$ cat src/rtl/da_fir_seq.sv
// da_fir_seq: bit-serial sequencer for a distributed-arithmetic FIR.
// Holds the tap delay line and presents one bit-slice per cycle to the DA LUT/accumulator.
module da_fir_seq #(
  parameter int TAPS   = 8,
  parameter int DATA_W = 8,
  localparam int IDX_W = (DATA_W > 1) ? $clog2(DATA_W) : 1
) (
  input  logic              clk,
  input  logic              reset,
  input  logic              in_valid,
  input  logic [DATA_W-1:0] in_sample,
  output logic              in_ready,
  input  logic              flush,
  output logic [TAPS-1:0]   lut_addr,
  output logic              acc_en,
  output logic              acc_first,
  output logic              acc_sub,
  output logic [IDX_W-1:0]  bit_idx,
  output logic              busy,
  output logic              out_valid
);

  typedef enum logic [1:0] {
    IDLE,
    COMPUTE,
    DONE
  } state_e;

  localparam logic [IDX_W-1:0] LAST_IDX = IDX_W'(DATA_W - 1);

  state_e            state_q, state_d;
  logic [IDX_W-1:0]  bit_idx_q, bit_idx_d;
  logic [DATA_W-1:0] taps_q [TAPS];
  logic [DATA_W-1:0] taps_d [TAPS];

  always_ff @(posedge clk) begin
    if (reset) begin
      state_q   <= IDLE;
      bit_idx_q <= '0;
      for (int k = 0; k < TAPS; k++) begin
        taps_q[k] <= '0;
      end
    end else begin
      state_q   <= state_d;
      bit_idx_q <= bit_idx_d;
      for (int k = 0; k < TAPS; k++) begin
        taps_q[k] <= taps_d[k];
      end
    end
  end

  // flush overrides every state transition, including an accept in IDLE
  always_comb begin
    state_d   = state_q;
    bit_idx_d = bit_idx_q;
    for (int k = 0; k < TAPS; k++) begin
      taps_d[k] = taps_q[k];
    end

    if (flush) begin
      state_d   = IDLE;
      bit_idx_d = '0;
      for (int k = 0; k < TAPS; k++) begin
        taps_d[k] = '0;
      end
    end else begin
      unique case (state_q)
        IDLE: begin
          if (in_valid) begin
            for (int k = TAPS - 1; k > 0; k--) begin
              taps_d[k] = taps_q[k-1];
            end
            taps_d[0] = in_sample;
            bit_idx_d = '0;
            state_d   = COMPUTE;
          end
        end
        COMPUTE: begin
          if (bit_idx_q == LAST_IDX) begin
            bit_idx_d = '0;
            state_d   = DONE;
          end else begin
            bit_idx_d = bit_idx_q + IDX_W'(1);
          end
        end
        DONE: begin
          state_d = IDLE;
        end
        default: begin
          state_d = IDLE;
        end
      endcase
    end
  end

  // Outputs depend only on registered state, so the LUT address is glitch-free per cycle
  always_comb begin
    in_ready  = 1'b0;
    busy      = 1'b0;
    acc_en    = 1'b0;
    acc_first = 1'b0;
    acc_sub   = 1'b0;
    out_valid = 1'b0;
    lut_addr  = '0;
    bit_idx   = bit_idx_q;

    unique case (state_q)
      IDLE: begin
        in_ready = 1'b1;
      end
      COMPUTE: begin
        busy      = 1'b1;
        acc_en    = 1'b1;
        acc_first = (bit_idx_q == '0);
        acc_sub   = (bit_idx_q == LAST_IDX);
        for (int k = 0; k < TAPS; k++) begin
          lut_addr[k] = taps_q[k][bit_idx_q];
        end
      end
      DONE: begin
        out_valid = 1'b1;
      end
      default: begin
        in_ready = 1'b0;
      end
    endcase
  end

endmodule

$ cat config.mk
export PLATFORM = sky130hd
export DESIGN_NAME = da_fir_seq
export DESIGN_NICKNAME = d
export VERILOG_FILES = /design/src/rtl/da_fir_seq.sv
export SDC_FILE = /design/constraint.sdc
export NUM_CORES = 1
export LEC_CHECK = 0
export ABC_AREA = 1
export BUFFER_PORTS_ARGS = -buffer_cell sky130_fd_sc_hd__buf_4
export CORE_ASPECT_RATIO = 0.5
export CORE_MARGIN = 4
export CORE_UTILIZATION = 53
export DETAILED_ROUTE_END_ITERATION = 10
export PLACE_DENSITY = 0.84
export REMOVE_ABC_BUFFERS = 1
export SETUP_SLACK_MARGIN = 0.3
export SLEW_MARGIN = 40
export SYNTH_ARGS = -nofsm -noshare
export SYNTH_HDL_FRONTEND = slang
export SYNTH_SLANG_ARGS = --single-unit
$ cat constraint.sdc
create_clock -name clk -period 1.5 [get_ports clk]
set_clock_uncertainty 0.2 [all_clocks]
set_input_delay 0.15 -clock clk [delete_from_list [all_inputs] [get_ports clk]]
set_output_delay 0.15 -clock clk [all_outputs]
set_load 0.05 [all_outputs]
==> flow_summary.yaml, run 1 <==
setup_path:
  cp_max_fo: 12
  cp.arrival_ns: 1.74
  critical_path_class: "reg -> out"
  critical_path.endpoint_type: "output pin"
  cp-start-kind: "flip-flop"
  cp.required_ns: 1.15
clock_network:
  cts_made_buffers: 9
  clkTransAtPathRegs_ns: 0.06
  cts_tree: "yes"
  htreeDepth: 3
  cts.sinks: 69
  ctsLongestPathBuffers: 2
  clk-insertion-delay-late_ns: 0.34
  cts_root_buf: "clkbuf_16"
sta:
  period_share_pct: 139.2
  rsz0062_at_grt: "yes"
  finalSetupViolCount: 81
  finalHoldViolCount: 0
  maxSlewViolCount: 0
  finalSetupTns_ns: -16.12
  max-slew-margin-rel_pct: 68.59
  fin_crit_ns: 2.088
  max_freq_ghz: 0.4789
  tightest_slew_ns: 0.4712
  fin_hold_ws_ns: 0.08155
  finalWorstSetupSlack_ns: -0.5883
layout:
  final_util_pct: 94.53
  diodes: 0
  final-seq-area_um2: 1395
  post_route_cells_drive_above_1_share_pct: 42.43
  nFillCells: 154
  syn2layout_area_growth_pct: 72.32
  multi_input_area_um2: 2140
  layout.nets: 618
die:
  design.core.area_um2: 6106
  pin_count: 29
  die_h_um: 64.22
  row_count: 20
  fp.dieArea_um2: 7733
  die_w_um: 120.4
  initial_core_util_pct: 54.86
routing:
  wl_met1_um: 5738
  ant_nets: 0
  first_iter_violations: 758
  vias: 4482
  drc_errors: 0
  firstDrtPassIters: 9
  topRoutingLayerUsed: "met4"
  wl_met2_um: 7435
  dr_wl_met3_um: 2403
  viasPerCell: 6.440
  drt_wl_total_um: 17200
  wl_per_cell_um: 24.72
global_route:
  antenna_found_initial: 0
  grt_pass1_wl_um: 18940
  grtUsageTotal_pct: 31.50
  grt_pass1_vias: 3841
  overflow: 0
  grt_max_degree: 68
logic_synthesis:
  syn_avg_cell_area_um2: 6.356
  synthCells: 527
  synth.distinct_cells: 19
  synth-seq-cells: 69
  yosysSeqAreaShare_pct: 41.24
  netlist_area_um2: 3349
  ys_warn_count: 0
place:
  place_congestion: 0.8072
  io_buffers: 28
  dp_hpwl_um: 4435
min_path:
  hold_class: "in -> reg"
power:
  vdd_drop_max_uv: 768.2
  p_leak_uw: 0.002432
  pwr_density_cell_nw_per_um2: 972.9
outcome:
  violations: "negative setup slack"
  status: "finished, violations left"
job:
  drv_cap: 0
==> cell usage after synthesis <==
master    number  share of area [%]
o21a_1         1               0.22
o21ai_0       36                5.4
inv_2          3               0.34
a21oi_1        2               0.30
nand2_1      109                 12
ha_1           3                1.1
nand2_2        2               0.37
nor2_2         2               0.37
clkbuf_2       4               0.60
dfxtp_1       69                 41
buf_4          1               0.22
nand3_1       32                4.8
nor3_1         1               0.15
buf_6          7                2.4
clkbuf_1       3               0.34
buf_2         17                2.5
o21ai_1       30                4.5
inv_1         69                7.7
nor2_1       136                 15
==> worst paths after layout <==
| check | start | cells after the start | slack (ns) | end |
|---|---|---|---|---|
| min reg2reg | taps_q[0][56] | 2 | 0.31 | taps_q[0][56] |
| max | bit_idx[0] | 8 | -0.59 | lut_addr[2] |
| max reg2reg | state_q[1] | 9 | -0.30 | taps_q[0][14] |
| min | in_valid | 4 | 0.08 | bit_idx[2] |
==> worst max-delay path: stages, from the launching register on <==
cell	delay (ns)
dfxtp_4	0.40
inv_6	0.07
buf_12	0.15
nand2_1	0.07
nand3_1	0.21
nand2_1	0.16
nand2_1	0.07
nand2_2	0.10
buf_6	0.16
==> report_power, final <==
group	internal [uW]	switching [uW]
clock	1640	861
sequential	1900	92.6
combinational	524	604
total	4060	1560
==> cells by family after synthesis <==
logic type	Yosys count	share of synthesized area (%)
and+or+nand+nor	282	33.13
buffers and inverters	104	14.12
AOI/OAI and AO/OA	69	10.38
DFF	69	41.24
adders and majority gates	3	1.121
==> state kept, by name, summed over array words and instances (netlist names) <==
name     count
bit_idx      3
state_q      2
taps_q      64
==> metrics by stage <==
stage / power, uW / cell area, um^2 / setup slack (ns) / instances
global placement: 2426 / 3662 / -0.02552 / 628
global route: 5712 / 5772 / -0.6150 / 696
CTS: 5219 / 5185 / -0.2936 / 685
finish: 5616 / 5772 / -0.5883 / 696
detailed placement: 2437 / 3662 / -0.07693 / 628
floorplan: 2281 / 3147 / -1.163 / 495
==> metal layers <==
metal | GRT usage [%] | up-vias
met5 | 0 | -
met4 | 14.12 | 0
met3 | 8.400 | 177
met2 | 57.61 | 503
met1 | 34.42 | 2033
li1 | - | 1769
==> cells in the final DEF, fill, tap and decap left out <==
cell,count
buf_16,12
nand3_1,24
clkinv_2,1
nand2_2,25
buf_6,21
clkinv_16,1
dfxtp_4,3
nor3_2,1
a21oi_2,2
o21ai_2,50
dlygate4sd3_1,8
bufinv_16,2
inv_6,3
clkbuf_8,4
nor2_1,92
nand2_8,2
dfxtp_2,2
nand2_1,85
buf_12,19
o21a_1,1
ha_4,3
o21ai_4,6
nor2_2,27
buf_4,19
dfxtp_1,64
nand3_2,8
inv_4,2
inv_1,66
nor2_4,19
buf_8,13
o21ai_0,4
o21ai_1,6
clkbuf_16,13
==> area by class of cell <==
type                            instances  area share, %
Sequential cell                        69          24.17
Clock buffer                           13          4.856
Timing Repair Buffer                   96          25.38
Inverter                               72          5.485
Tap cell                               88          1.908
Clock inverter                          3          1.127
Multi-Input combinational cell        355          37.07
==> what timing repair did <==
action / 4_1_cts / 5_1_grt
hold endpoints to repair: 8 / 0
pin swaps: 35 / 41
cloned: 14 / 4
hold buffers: 8 / 0
setup endpoints to repair: 86 / 86
buffers inserted: 19 / 7
resized for setup: 190 / 109
No activity file was read; power rests on OpenSTA's default activity.
==> run 2, diff against run 1 <==
--- a/config.mk
+++ b/config.mk
@@ -7,11 +7,13 @@
 export LEC_CHECK = 0
 export ABC_AREA = 1
 export BUFFER_PORTS_ARGS = -buffer_cell sky130_fd_sc_hd__buf_4
+export CELL_PAD_IN_SITES_DETAIL_PLACEMENT = 1
+export CELL_PAD_IN_SITES_GLOBAL_PLACEMENT = 1
 export CORE_ASPECT_RATIO = 0.5
 export CORE_MARGIN = 4
-export CORE_UTILIZATION = 53
+export CORE_UTILIZATION = 38
 export DETAILED_ROUTE_END_ITERATION = 10
-export PLACE_DENSITY = 0.84
+export PLACE_DENSITY = 0.85
 export REMOVE_ABC_BUFFERS = 1
 export SETUP_SLACK_MARGIN = 0.3
 export SLEW_MARGIN = 40
==> run 2 against run 1 <==
Effect of this change: the flow still finishes with violations (negative setup slack); combinational power is 5% higher; via count is 5.0% lower; global-route usage is 2.9 points lower; die area is 35% higher; design area is 3.4% higher; clock power is 7% lower; critical endpoint is now lut_addr[4]; clock-buffer cell count is 1 lower; fmax is 2.0% higher; critical path depth stayed put; sequential power hardly changed.
==> flow_summary.yaml, run 2 (same netlist as run 1, synthesis figures left out) <==
layout:
  diodes: 0
  layout.cells.non_filler: 724
  final_cell_mix: "nand2_1, nor2_1, inv_1"
  regMostFlops: "taps_q"
  largest_reg_flops: 64
  final_util_pct: 72.01
  post_route_cells_drive_above_1_share_pct: 47.06
  syn2layout_area_growth_pct: 78.18
  layout.nets: 622
  design_area_um2: 5968
  final_common_cell: "nand2_1"
global_route:
  overflow: 0
  grt_pass1_wl_um: 22840
  grt_max_degree: 68
  grtUsageTotal_pct: 28.62
  grt_pass1_vias: 4144
  antenna_found_initial: 0
die:
  die_h_um: 74.39
  row_count: 23
  design.core.area_um2: 8288
  die_w_um: 140.8
  initial_core_util_pct: 40.41
  fp.dieArea_um2: 10470
  pin_count: 29
place:
  dp_cells: 652
  place_area_um2: 3705
  place_congestion: 0.7885
  dp_hpwl_um: 5470
  io_buffers: 28
setup_path:
  critical_path_class: "reg -> out"
  cp.arrival_ns: 1.70
  cp.required_ns: 1.15
  cp-start-kind: "flip-flop"
  cp_max_fo: 9
  critical_path.endpoint_type: "output pin"
clock_network:
  clk-insertion-delay-late_ns: 0.36
  ctsLongestPathBuffers: 2
  clkTransAtPathRegs_ns: 0.06
  cts_root_buf: "clkbuf_16"
  cts_made_buffers: 9
  cts_tree: "yes"
  htreeDepth: 3
  cts.sinks: 69
sta:
  tightest_slew_ns: 0.4957
  maxSlewViolCount: 0
  period_share_pct: 136.5
  finalWorstSetupSlack_ns: -0.5479
  rsz0062_at_grt: "yes"
  fin_hold_ws_ns: 0.07083
  finalHoldViolCount: 0
  finalSetupTns_ns: -21.75
  finalSetupViolCount: 81
  fin_crit_ns: 2.048
  max_freq_ghz: 0.4883
  max-slew-margin-rel_pct: 66.95
routing:
  vias: 4258
  drt_wl_total_um: 19150
  viasPerCell: 5.881
  ant_nets: 0
  firstDrtPassIters: 5
  wl_per_cell_um: 26.45
  first_iter_violations: 484
  drc_errors: 0
power:
  pwr_density_cell_nw_per_um2: 923.9
  p_leak_uw: 0.002463
  vdd_drop_max_uv: 1274
job:
  drv_cap: 0
outcome:
  violations: "negative setup slack"
  status: "finished, violations left"
min_path:
  hold_class: "in -> reg"
==> run 2: metal layers <==
layer  part of all wire, %  track usage (%)
met1                    37            32.88
met5                     0                0
met3                   8.2            6.423
met2                    47            52.75
met4                   7.5            12.03
==> run 2: worst paths after layout <==
kind,from,to,slack (ns),cells past startpoint
worst min register to register,taps_q[0][60],taps_q[0][60],0.32,2
worst max-delay path,bit_idx[0],lut_addr[4],-0.55,8
worst min-delay path,in_valid,bit_idx[2],0.07,4
worst max register to register,state_q[1],taps_q[0][51],-0.32,10
==> run 2: repair_timing <==
action,CTS,global route
hold buffers,8,0
gates resized for setup,182,162
pin swaps,20,59
buffers inserted,23,7
hold endpoints to repair,8,0
gates cloned,12,6
endpoints found under the setup margin,86,86
==> run 2: layout make-up <==
cell class	count	area (um^2)
clock buffers	12	266.5
clock inverters	4	45.04
fillers	903	2320
inverters	72	292.8
multi-input cells	354	2303
flip-flops and latches	69	1395
well taps	112	140.1
repair buffers	101	1525
==> run 2: power by group <==
part / switching (uW) / total, uW / leakage [uW] / internal [uW]
combinational: 638 / 1190 / 0.00174 / 549
clock: 908 / 2320 / 0.000158 / 1420
sequential: 105 / 2000 / 0.000566 / 1900
==> run 2: worst max-delay path: stages, from the launching register on <==
cell	delay (ns)
dfxtp_4	0.44
inv_8	0.07
buf_12	0.15
nand2_1	0.08
nand3_1	0.10
nand2_1	0.13
nand2_1	0.10
nand2_2	0.10
buf_8	0.15
==> run 2: through the flow <==
stage | setup slack, ns | power [uW]
2_1_floorplan | -1.163 | 2281
3_3_place_gp | -0.03357 | 2441
3_5_place_dp | -0.09173 | 2459
4_1_cts | -0.3212 | 5039
5_1_grt | -0.5659 | 5624
6_report | -0.5479 | 5514
